[src/rtl/ofm_writeback.sv]
// OFM writeback: aligns adder-tree sums with their issue strobe, accumulates channel passes,
// quantizes (round, shift, ReLU, saturate) and streams pixels to the OFM buffer through a small FIFO.
module ofm_writeback #(
    parameter int unsigned IN_WIDTH     = 20,
    parameter int unsigned ACC_WIDTH    = 24,
    parameter int unsigned OUT_WIDTH    = 8,
    parameter int unsigned TREE_LATENCY = 4,
    parameter int unsigned CH_WIDTH     = 5,
    parameter int unsigned ADDR_WIDTH   = 12,
    parameter int unsigned FIFO_DEPTH   = 4
) (
    input  logic                        clk,
    input  logic                        rst_n,
    input  logic                        start,
    input  logic [CH_WIDTH-1:0]         cfg_num_ch,
    input  logic [ADDR_WIDTH-1:0]       cfg_num_pix,
    input  logic [4:0]                  cfg_shift,
    input  logic                        cfg_relu_en,
    input  logic                        issue_valid,
    input  logic signed [IN_WIDTH-1:0]  tree_sum,
    output logic                        in_ready,
    output logic                        wr_valid,
    input  logic                        wr_ready,
    output logic [ADDR_WIDTH-1:0]       wr_addr,
    output logic signed [OUT_WIDTH-1:0] wr_data,
    output logic                        busy,
    output logic                        done,
    output logic                        overflow
);

    localparam int unsigned PTR_W = $clog2(FIFO_DEPTH);
    localparam int unsigned CNT_W = PTR_W + 1;
    localparam int unsigned INF_W = $clog2(TREE_LATENCY + 1);
    localparam int unsigned OCC_W = CNT_W + INF_W;
    localparam int unsigned RW    = ACC_WIDTH + 1;

    localparam logic signed [RW-1:0] Q_MAX = RW'((2 ** (OUT_WIDTH - 1)) - 1);
    localparam logic signed [RW-1:0] Q_MIN = ~Q_MAX;

    typedef struct packed {
        logic [ADDR_WIDTH-1:0]       addr;
        logic signed [OUT_WIDTH-1:0] data;
    } wb_entry_t;

    typedef enum logic [1:0] {S_IDLE, S_RUN, S_DRAIN, S_DONE} state_t;

    state_t                       state;
    logic [CH_WIDTH-1:0]          num_ch_q;
    logic [ADDR_WIDTH-1:0]        num_pix_q;
    logic [4:0]                   shift_q;
    logic                         relu_q;
    logic [TREE_LATENCY-1:0]      vld_sr;
    logic [CH_WIDTH-1:0]          ch_cnt;
    logic [ADDR_WIDTH-1:0]        pix_cnt;
    logic signed [ACC_WIDTH-1:0]  acc;

    wb_entry_t                    mem [FIFO_DEPTH];
    logic [PTR_W-1:0]             wr_ptr;
    logic [PTR_W-1:0]             rd_ptr;
    logic [CNT_W-1:0]             fifo_cnt;

    logic [CH_WIDTH-1:0]          num_ch_eff;
    logic                         sample;
    logic                         complete;
    logic signed [ACC_WIDTH-1:0]  sum;
    logic signed [RW-1:0]         rnd;
    logic signed [RW-1:0]         rounded;
    logic signed [RW-1:0]         q;
    logic signed [RW-1:0]         q_sat;
    logic signed [OUT_WIDTH-1:0]  pix_data;
    logic                         push;
    logic                         pop;
    logic                         full;
    logic                         drop;
    logic                         wr_en;
    logic [INF_W-1:0]             inflight;

    // Datapath: accumulate, then round/shift/ReLU/saturate the completed pixel
    always_comb begin
        num_ch_eff = (num_ch_q == '0) ? CH_WIDTH'(1) : num_ch_q;
        sample     = vld_sr[TREE_LATENCY-1] && (state == S_RUN);
        sum        = acc + ACC_WIDTH'(tree_sum);
        complete   = !(ch_cnt < (num_ch_eff - CH_WIDTH'(1)));
        rnd        = '0;
        if (shift_q != 5'd0) begin
            rnd = RW'(1) << (shift_q - 5'd1);
        end
        rounded = RW'(sum) + rnd;
        q       = rounded >>> shift_q;
        if (relu_q && (q < 0)) begin
            q = '0;
        end
        q_sat = q;
        if (q > Q_MAX) begin
            q_sat = Q_MAX;
        end else if (q < Q_MIN) begin
            q_sat = Q_MIN;
        end
        pix_data = OUT_WIDTH'(q_sat);

        push     = sample && complete;
        pop      = (fifo_cnt != '0) && wr_ready;
        full     = (fifo_cnt == CNT_W'(FIFO_DEPTH));
        drop     = push && full && !pop;
        wr_en    = push && !drop;
        inflight = INF_W'($countones(vld_sr));
    end

    // Every set tap may still turn into a push, so upstream is throttled against all of them
    assign in_ready = (state == S_RUN) &&
                      ((OCC_W'(fifo_cnt) + OCC_W'(inflight)) < OCC_W'(FIFO_DEPTH));
    assign wr_valid = (fifo_cnt != '0);
    assign wr_addr  = mem[rd_ptr].addr;
    assign wr_data  = mem[rd_ptr].data;

    // Frame control, alignment delay line and channel accumulator
    always_ff @(posedge clk or negedge rst_n) begin
        if (!rst_n) begin
            state     <= S_IDLE;
            num_ch_q  <= '0;
            num_pix_q <= '0;
            shift_q   <= '0;
            relu_q    <= 1'b0;
            vld_sr    <= '0;
            ch_cnt    <= '0;
            pix_cnt   <= '0;
            acc       <= '0;
            busy      <= 1'b0;
            done      <= 1'b0;
            overflow  <= 1'b0;
        end else begin
            vld_sr <= {vld_sr[TREE_LATENCY-2:0], issue_valid};
            case (state)
                S_IDLE: begin
                    done <= 1'b0;
                    if (start) begin
                        num_ch_q  <= cfg_num_ch;
                        num_pix_q <= cfg_num_pix;
                        shift_q   <= cfg_shift;
                        relu_q    <= cfg_relu_en;
                        vld_sr    <= '0;
                        ch_cnt    <= '0;
                        pix_cnt   <= '0;
                        acc       <= '0;
                        overflow  <= 1'b0;
                        busy      <= 1'b1;
                        state     <= S_RUN;
                    end
                end
                S_RUN: begin
                    if (pix_cnt == num_pix_q) begin
                        state <= S_DRAIN;
                    end
                    if (sample) begin
                        if (complete) begin
                            acc     <= '0;
                            ch_cnt  <= '0;
                            pix_cnt <= pix_cnt + ADDR_WIDTH'(1);
                        end else begin
                            acc    <= sum;
                            ch_cnt <= ch_cnt + CH_WIDTH'(1);
                        end
                    end
                    if (drop) begin
                        overflow <= 1'b1;
                    end
                end
                S_DRAIN: begin
                    if (fifo_cnt == '0) begin
                        busy  <= 1'b0;
                        done  <= 1'b1;
                        state <= S_DONE;
                    end
                end
                S_DONE: begin
                    done  <= 1'b0;
                    state <= S_IDLE;
                end
                default: state <= S_IDLE;
            endcase
        end
    end

    // Output FIFO; a push into a full FIFO is kept when the head pops in the same cycle
    always_ff @(posedge clk or negedge rst_n) begin
        if (!rst_n) begin
            for (int i = 0; i < FIFO_DEPTH; i++) begin
                mem[i] <= '0;
            end
            wr_ptr   <= '0;
            rd_ptr   <= '0;
            fifo_cnt <= '0;
        end else begin
            if (wr_en) begin
                mem[wr_ptr] <= '{addr: pix_cnt, data: pix_data};
                wr_ptr      <= wr_ptr + PTR_W'(1);
            end
            if (pop) begin
                rd_ptr <= rd_ptr + PTR_W'(1);
            end
            case ({wr_en, pop})
                2'b10:   fifo_cnt <= fifo_cnt + CNT_W'(1);
                2'b01:   fifo_cnt <= fifo_cnt - CNT_W'(1);
                default: fifo_cnt <= fifo_cnt;
            endcase
        end
    end

endmodule

[config.mk]
export PLATFORM = sky130hd
export DESIGN_NAME = ofm_writeback
export DESIGN_NICKNAME = d
export VERILOG_FILES = /design/src/rtl/ofm_writeback.sv
export SDC_FILE = /design/constraint.sdc
export NUM_CORES = 1
export LEC_CHECK = 0
export ABC_AREA = 1
export CAP_MARGIN = 20
export CORE_MARGIN = 5
export CORE_UTILIZATION = 49
export CTS_BUF_LIST = sky130_fd_sc_hd__clkbuf_4 sky130_fd_sc_hd__clkbuf_8 sky130_fd_sc_hd__clkbuf_16
export DETAILED_ROUTE_END_ITERATION = 12
export HOLD_SLACK_MARGIN = 0.15
export PLACE_DENSITY = 0.7
export SLEW_MARGIN = 20
export SYNTH_ARGS = -nofsm -noshare
export SYNTH_HDL_FRONTEND = slang
export SYNTH_SLANG_ARGS = --single-unit
[constraint.sdc]
create_clock -name clk -period 5.1 [get_ports clk]
set_input_delay 1.02 -clock clk [delete_from_list [all_inputs] [get_ports clk]]
set_output_delay 1.02 -clock clk [all_outputs]
set_load 0.01 [all_outputs]
Word level (Yosys, flattened, before mapping)

Cells that the tools add are included.

Register bits after elaboration: 160
Input bits: 48
Output and inout bits: 25

$add $sub $neg: 14
Reduce and logical (&&, ||, !) cells: 29
Shift-type cells: 2
Eq/ne operators: 13
Bitwise logic cells: 2
$lt $le $gt $ge: 8
Multiplexer cells: 38

Operators by type and width:

| cell                  | number |
|---|---|
| $bwmux 80             | 1 |
| $mux 24               | 3 |
| $mux 20               | 3 |
| $mux 25               | 2 |
| $pmux 24 s2           | 1 |
| $bmux 20 s2           | 1 |
| $demux 20 s2          | 1 |
| $mux 12               | 3 |
| $add 24x25->25        | 1 |
| $gt 25x8->1 const B   | 1 |
| $lt 25x1->1 const B   | 1 |
| $lt 25x8->1 const B   | 1 |
| $shl 1x5->25 const A  | 1 |
| $sshr 25x5->25        | 1 |
| $add 24x20->24        | 1 |
| $pmux 12 s2           | 1 |
| $mux 5                | 4 |
| $mux 8                | 2 |
| $add 12x1->12 const B | 1 |
| $eq 12x12->1          | 1 |
| $reduce_and 3->1      | 4 |
| $ne 2x2->1 const B    | 5 |
| $pmux 5 s2            | 1 |
| $sub 5x1->5 const B   | 2 |
| other kinds (33)      | 63 |

Longest topological paths before layout

Gate-level depths: netlist of the first run.

Depth after elaboration: 12
Gate-level depth with buffers: 51
Gate-level depth less buffers: 51

Least setup slack after synthesis of the first run

Ideal clock, no wire load.

Kind: input -> register
Start point: input port tree_sum[0]
End point: register mem[0] in the netlist's numbering
Setup slack: -0.665 ns
Required time: 4.983 ns
Library setup time: 0.117 ns
Stages on the path: 46
Arrival: 5.648 ns
Cell sequence: ha_1 fa_1 nand2_1 inv_1 nand2_1 nand2_1 nand3_1 nand2_1 nand3_1 nand2_1 nand4_1 o211ai_1 nand2_1 nand2_1 a21oi_1 o21ai_0 nand3_1 nand2_1 (+10 left out) nand2_1 nand3_2 nand3_1 nand3_1 nand2_1 nand2_1 nand2_1 nand2_1 nand2_1 nand2_1 nand2_2 nand2_1 nor3b_1 nand3_1 nand2_4 nand2_2 nand2_1 nand2_1

Longest elaborated chain between the ends: 10

RTL lines:

| item                            | RTL line | text |
|---|---|---|
| from (decl)                     | 20       | `input logic signed [IN_WIDTH-1:0] tree_sum,` |
| $add 24x20->24 *                | 82       | `sum = acc + ACC_WIDTH'(tree_sum);` |
| $add 24x25->25 *                | 88       | `rounded = RW'(sum) + rnd;` |
| $sshr 25x5->25 *                | 89       | `q = rounded >>> shift_q;` |
| $lt 25x1->1                     | 90       | `if (relu_q && (q < 0)) begin` |
| $logic_and 1x1->1               | 90       |  |
| $mux 25 *                       | 90       |  |
| $lt 25x8->1                     | 96       | `end else if (q < Q_MIN) begin` |
| $mux 8                          | 96       |  |
| $mux 8 *                        | 94       | `if (q > Q_MAX) begin` |
| $bwmux 80 *                     | 195      | `mem[wr_ptr] <= '{addr: pix_cnt, data: pix_data};` |
| to (signal, indexed assignment) | 195      |  |
| to (decl)                       | 57       | `wb_entry_t mem [FIFO_DEPTH];` |

Every way passes the cells marked *; elsewhere a longest branch is shown, timed or not.
A chain may end at the register's enable or synchronous reset.

Final worst setup path of the first run

Start point: input port tree_sum[0]
End point: register mem[46] in the netlist's numbering

The elaborated chain is that of the path after synthesis.

==> results of run 1 <==
-- sequential cells by signal, indices dropped and copies added, names as in the netlist, 3 cells and up --
signal and flops:
acc 24, ch_cnt 5, fifo_cnt 3, mem 80, num_ch_q 5, num_pix_q 12, pix_cnt 12, shift_q 5
vld_sr 4
-- cells in the mapped netlist, types with 2 or more instances --
cell type,instances
nand2_1,521
nand3_1,175
dfrtp_1,160
o21ai_0,149
inv_1,147
nor2_1,132
a21oi_1,74
ha_1,64
clkbuf_1,42
xnor2_1,28
nand2_2,26
xor2_1,22
nand4_1,20
o22ai_1,20
nor3_1,19
o211ai_1,9
inv_2,6
nor2_2,6
nor3b_1,6
a21oi_2,5
buf_1,5
buf_6,5
nand2_4,5
buf_2,4
fa_1,4
o21a_1,4
a31oi_1,3
and2_1,3
buf_4,3
nand3_2,3
a21boi_2,2
a22oi_1,2
a31o_2,2
nand3b_1,2
nor2_4,2
nor4_1,2
o21ai_1,2
o21bai_1,2
o31ai_1,2
-- repair_timing --
item,4_1_cts,5_1_grt
resized for setup,89,149
endpoints found under the setup margin,32,32
pin swaps,57,92
setup buffers,16,7
-- stage by stage --
| stage | TNS, ns | util, % | hold WS (ns) |
|---|---|---|---|
| global route | -29.31 | 67.3 | 0.501 |
| finish | -18.05 | 67.3 | 0.481 |
| detailed placement | -45.07 | 59.7 | 0.460 |
| global placement | -44.05 | 59.7 | 0.459 |
| floorplan | -11.66 | - | 0.444 |
| CTS | -17.03 | 64.5 | 0.479 |
-- final cells by class --
class	instances	area [sq um]	area share, %
inverter	155	607	3.83
timing repair buffer	279	2280	14.4
multi-input combinational	1327	7930	50.0
clock inverter	15	201	1.27
sequential	160	4000	25.3
clock buffer	17	425	2.68
tap	319	399	2.52
-- per-layer routing --
layer	global-route usage, %	wire (um)	share of wire [%]	up-vias
li1	-	-	-	6078
met1	42.1	17700	47	5912
met2	42.9	17100	45	436
met3	2.99	2410	6.4	60
met4	6.54	742	2.0	0
met5	0	0	0	-
-- logic make-up (layout without fill, tap and decap cells) --
logic type	after synthesis	after routing
DFF	160	160
and+or+nand+nor	927	927
xor gates and xnor gates	50	50
adders and majority gates	68	68
buffers and inverters	217	466
AOI/OAI and AO/OA	282	282
-- tightest hold or removal path, cell delays in order (launching register included) --
cell     delay (ns)
dfrtp_1        0.35
nand2_1        0.06
nand2_1        0.05
-- worst paths after layout --
kind                                          endpoint  cells after the start           startpoint
max in group asynchronous       pix_cnt[2]$_DFFE_PN0P_                      2                rst_n
worst max register to register     mem[46]$_DFFE_PN0P_                     46   acc[0]$_DFFE_PN0P_
min in group asynchronous           acc[0]$_DFFE_PN0P_                      1                rst_n
worst max-delay path               mem[46]$_DFFE_PN0P_                     47          tree_sum[0]
worst min register to register     mem[20]$_DFFE_PN0P_                      2  mem[20]$_DFFE_PN0P_
worst min-delay path               mem[20]$_DFFE_PN0P_                      2  mem[20]$_DFFE_PN0P_
==> summary.md, run 1 <==
| Metric | Value |
|---|---|
| Final WL | `between 30 and 40 mm` |
| Final nets | `slightly above 2,000` |
| Final setup margin | `-0.678 ns` |
| Hold Path Class | `flop to flop` |
| GP Congestion | `a little over 1` |
| CP arrival | `6.09 ns` |
| Initial Util | `between 40% and 50%` |
| Critical Path Fanout Max | `8` |
| CTS Buf Count | `17` |
| Synth area leader | `dfrtp_1` |
| Critical Path Most Common Cell | `nand2_2` |
| Clk Latency, worst-skew pair | `0.44 ns` |
| Die area | `between 20,000 and 30,000 sq um` |
| CTS Sinks | `between 150 and 200` |
| Grt total ovfl | `0` |
| Largest cells by area after synthesis | `dfrtp_1, nand2_1, nand3_1` |
| Global-route wire length before repair | `roughly 60 mm` |
| Synth Area per Inst | `6.90 sq um` |
| Most frequent cells in the layout | `nand2_1, buf_4, dfrtp_1` |
| Die span in x | `165 um` |
| Finished Cell Area | `between 15,000 and 20,000 sq um` |
| Synth Net Count | `between 1,500 and 2,000` |
| Fraction of layout cells with a size suffix above 1 | `between 20% and 30%` |
| Status | `finished with violations` |
| Synthesized instance count | `between 1,500 and 2,000` |
| Failing checks | `setup timing` |
| Max-slew violation count | `0` |
| CTS Hold Bufs | `0` |
| WS Path Type | `input port to flop` |
| Worst rel slew slack | `roughly 44%` |
| Critical path's top delay family | `simple AND/OR/NAND/NOR gates` |
| Worst slew pin tran | `0.839 ns` |
| Pin count of the biggest net entering global routing | `between 90 and 100` |
| CP startpoint kind | `input port` |
| ANT nets after route | `0` |
| Ys async rst share | `100%` |
| Synth cell types | `55` |
| Port Buffers | `72` |
| Pre-CTS setup slack | `-1.56 ns` |
| Clock-pin slew on the worst setup and hold paths | `roughly 0.080 ns` |
| Flops & latches, synth | `between 150 and 200` |
| Worst Path Required | `between 5 and 6 ns` |
| Initial antenna violation count | `0` |
| Ant. Diodes | `0` |
| Most used DFF post-synth | `dfrtp_1` |
| Max incr delay on CP | `~0.35 ns` |
| Slowest CP cell | `fa_2` |
| Via count | `about 12,000` |
| CTS Root Cell | `clkbuf_16` |
| Core area | `approximately 24,000 sq um` |
| FILL cells | `a little over 2,000` |
| Synth warn | `0` |
| Top Ports | `73` |
| CTS tree | `yes` |
| Final worst path period need | `slightly below 6 ns` |
| Vias in the first global route | `between 10,000 and 15,000` |
| Dpl hpwl | `about 27 mm` |
| Worst Skew | `~0.023 ns` |
| Post-synth EDFFs | `0` |
| Area delta synth->final | `34.9%` |
| Setup Viol. Count Final | `28` |
| DRT Pass-1 Iters | `6` |
| R2R Setup Slk | `-0.45 ns` |
| # DRC | `0` |
| H-tree levels | `4` |
| Top cell type's share of synthesized area | `about 34%` |
| Fmax | `between 150 and 200 MHz` |
| Unrepaired setup endpoints after global routing | `true` |
| Initial DRC Count | `between 1,000 and 1,500` |
| Multiplexer area fraction after synthesis | `0%` |
| Clock tree buffer depth | `2` |
| GRT Util Overall | `between 20% and 30%` |
| Area after DPL | `14,100 sq um` |
| Period Utilization, post-route | `113%` |
| CP Capture Type | `flop` |
| MaxCap Viol Count | `0` |
| Mapped cell area | `~12,000 sq um` |
| Via density | `about 5.5` |
| Core Rows | `56` |
| DR WL/cell | `between 15 and 20 um` |
| Cell count after placement | `roughly 2,200` |
| Fin. Hold Viols | `0` |
| Sequential fraction of the synthesis area | `about a third` |
| Complex-gate fraction of the synthesized area | `13.1%` |
| Fin cells | `between 2,000 and 2,500` |
| Synth Area in XOR/XNOR | `~3.7%` |
| WP buf/inv | `8` |
| Die H | `between 150 and 200 um` |
| Post-Synth Adder-Cell Area | `7.49%` |
| Largest family of logic cells by synthesized area | `simple AND/OR/NAND/NOR gates` |
| Simple-Gate Fraction of Synth Area | `34.0%` |
| Most common cell after layout, fill and taps aside | `nand2_1` |
Power of run 1 is not shown: default switching activity piles up to over one toggle a cycle in this logic, so the estimate is an artifact.
==> run 2, diff against run 1 <==
--- a/config.mk
+++ b/config.mk
@@ -10,6 +10,7 @@
 export CORE_MARGIN = 5
 export CORE_UTILIZATION = 49
 export CTS_BUF_LIST = sky130_fd_sc_hd__clkbuf_4 sky130_fd_sc_hd__clkbuf_8 sky130_fd_sc_hd__clkbuf_16
+export CTS_CLUSTER_DIAMETER = 40
 export DETAILED_ROUTE_END_ITERATION = 12
 export HOLD_SLACK_MARGIN = 0.15
 export PLACE_DENSITY = 0.7
@@ -17,3 +18,4 @@
 export SYNTH_ARGS = -nofsm -noshare
 export SYNTH_HDL_FRONTEND = slang
 export SYNTH_SLANG_ARGS = --single-unit
+export TNS_END_PERCENT = 20
==> summary.md, run 2 (same netlist as run 1, synthesis figures left out) <==
| Metric | Value |
|---|---|
| Most common cell after layout, fill and taps aside | `nand2_1` |
| Vias in the first global route | `about 12,000` |
| Most frequent cells in the layout | `nand2_1, buf_4, dfrtp_1` |
| DR WL/cell | `about 17 um` |
| H-tree levels | `4` |
| Critical Path Fanout Max | `7` |
| Slowest CP cell | `fa_2` |
| Grt total ovfl | `0` |
| CP arrival | `between 6 and 7 ns` |
| GP Congestion | `~1` |
| Unrepaired setup endpoints after global routing | `true` |
| Max-slew violation count | `0` |
| Die area | `around 27,000 sq um` |
| CTS tree | `yes` |
| Fraction of layout cells with a size suffix above 1 | `a little under a quarter` |
| Ant. Diodes | `0` |
| CTS Hold Bufs | `0` |
| Setup Viol. Count Final | `28` |
| CP startpoint kind | `input port` |
| CTS Buf Count | `17` |
| Failing checks | `setup timing` |
| Max incr delay on CP | `between 0.3 and 0.4 ns` |
| Initial DRC Count | `between 1,000 and 1,500` |
| Worst Skew | `approximately 0.016 ns` |
| Area after DPL | `between 10,000 and 15,000 sq um` |
| Max reg flops | `80` |
| Via count | `around 13,000` |
| Die span in x | `about 160 um` |
| Final nets | `roughly 2,100` |
| Period Utilization, post-route | `115%` |
| Top reg by flops | `mem` |
| DRT Pass-1 Iters | `8` |
| Clk Latency, worst-skew pair | `between 0.4 and 0.5 ns` |
| MaxCap Viol Count | `0` |
| Dpl hpwl | `around 27 mm` |
| Final setup margin | `-0.743 ns` |
| Via density | `roughly 5.5` |
| Initial antenna violation count | `0` |
| Fin. Hold Viols | `0` |
| Status | `finished with violations` |
| # DRC | `0` |
| CTS Root Cell | `clkbuf_16` |
| FILL cells | `roughly 2,000` |
| Global-route wire length before repair | `about 62 mm` |
| Core area | `between 20,000 and 25,000 sq um` |
| R2R Setup Slk | `-0.49 ns` |
| Pin count of the biggest net entering global routing | `97` |
| CTS Sinks | `160` |
| Finished Cell Area | `around 16,000 sq um` |
| WS Path Type | `input port to flop` |
| Core Rows | `56` |
| Initial Util | `about half` |
| Top Ports | `73` |
| Top Registers | `mem x80, acc x24` |
| GRT Util Overall | `between 20% and 30%` |
| Die H | `approximately 160 um` |
| CP Capture Type | `flop` |
| Port Buffers | `around 70` |
| Worst slew pin tran | `0.930 ns` |
| Worst rel slew slack | `38.0%` |
| Clock-pin slew on the worst setup and hold paths | `~0.06 ns` |
| Worst Path Required | `5.41 ns` |
| Final WL | `between 30 and 40 mm` |
| Critical Path Most Common Cell | `nand2_2` |
| Final worst path period need | `5.84 ns` |
| Hold Path Class | `flop to flop` |
| Area delta synth->final | `33.8%` |
| Fmax | `approximately 170 MHz` |
| Clock tree buffer depth | `2` |
| ANT nets after route | `0` |
| Fin util | `between 60 and 70%` |
-- run 2: cell types whose count changed in the layout (fill, tap and decap cells not counted), moves of 4 or more --
cell | before | now
nand2_4 | 24 | 16
buf_2 | 0 | 5
nand2_8 | 11 | 4
a21oi_1 | 55 | 59
clkinv_8 | 6 | 0
a21oi_2 | 22 | 18
nand2_1 | 455 | 469
buf_4 | 205 | 218
-- run 2: critical path: cells and delay by family --
| kind | cells | cell delay, ns |
|---|---|---|
| xor+xnor | 1 | 0.24 |
| buf+inv | 3 | 0.29 |
| simple gates | 35 | 3.04 |
| compound gates | 5 | 0.79 |
| fa+ha+maj | 3 | 0.76 |
-- run 2: path summary, 6_finish.rpt --
path / start / to / cells past startpoint
setup reg to reg: acc[0]$_DFFE_PN0P_ / mem[26]$_DFFE_PN0P_ / 46
setup / recovery: tree_sum[0] / mem[26]$_DFFE_PN0P_ / 47
hold reg to reg: mem[24]$_DFFE_PN0P_ / mem[24]$_DFFE_PN0P_ / 2
min in group asynchronous: rst_n / acc[4]$_DFFE_PN0P_ / 1
hold / removal: mem[24]$_DFFE_PN0P_ / mem[24]$_DFFE_PN0P_ / 2
max in group asynchronous: rst_n / pix_cnt[2]$_DFFE_PN0P_ / 2
-- run 2: final cells by class --
class,count,area [sq um],area share [%]
Clock buffer,19,447,2.84
Clock inverter,13,189,1.20
Inverter,155,594,3.78
Multi-Input combinational cell,1327,7680,48.8
Sequential cell,160,4000,25.5
Tap cell,319,399,2.54
Timing Repair Buffer,296,2410,15.3
-- run 2: repair_timing --
action                                  in CTS  in global routing
buffers inserted                            36                 10
pin swaps                                   60                 31
endpoints found under the setup margin      32                 32
resized for setup                          141                 58
-- run 2: layer usage --
metal / GRT usage, % / wire, um / vias to the layer above
met5: 0 / 0 / -
met4: 7.79 / 859 / 0
met3: 3.22 / 2400 / 56
met2: 44.0 / 17300 / 426
met1: 42.6 / 17900 / 5960
li1: - / - / 6110
-- run 2: through the flow --
stage               TNS, ns  std cells  hold WS (ns)  setup slack (ns)
global route         -29.77       2289         0.491             -1.09
global placement     -44.40       2210         0.460             -1.54
detailed placement   -46.49       2211         0.460             -1.61
finish               -19.72       2289         0.478            -0.743
floorplan            -11.66       1704         0.444            -0.419
CTS                  -12.62       2279         0.479            -0.466
Power of run 2 is left out for the same reason.
==> run 3, diff against run 2 <==
--- a/config.mk
+++ b/config.mk
@@ -10,7 +10,6 @@
 export CORE_MARGIN = 5
 export CORE_UTILIZATION = 49
 export CTS_BUF_LIST = sky130_fd_sc_hd__clkbuf_4 sky130_fd_sc_hd__clkbuf_8 sky130_fd_sc_hd__clkbuf_16
-export CTS_CLUSTER_DIAMETER = 40
 export DETAILED_ROUTE_END_ITERATION = 12
 export HOLD_SLACK_MARGIN = 0.15
 export PLACE_DENSITY = 0.7
==> results of run 3 <==
Same layout as run 2: the final DEF is identical, and so are final timing and power.
Power of run 3 is left out for the same reason.
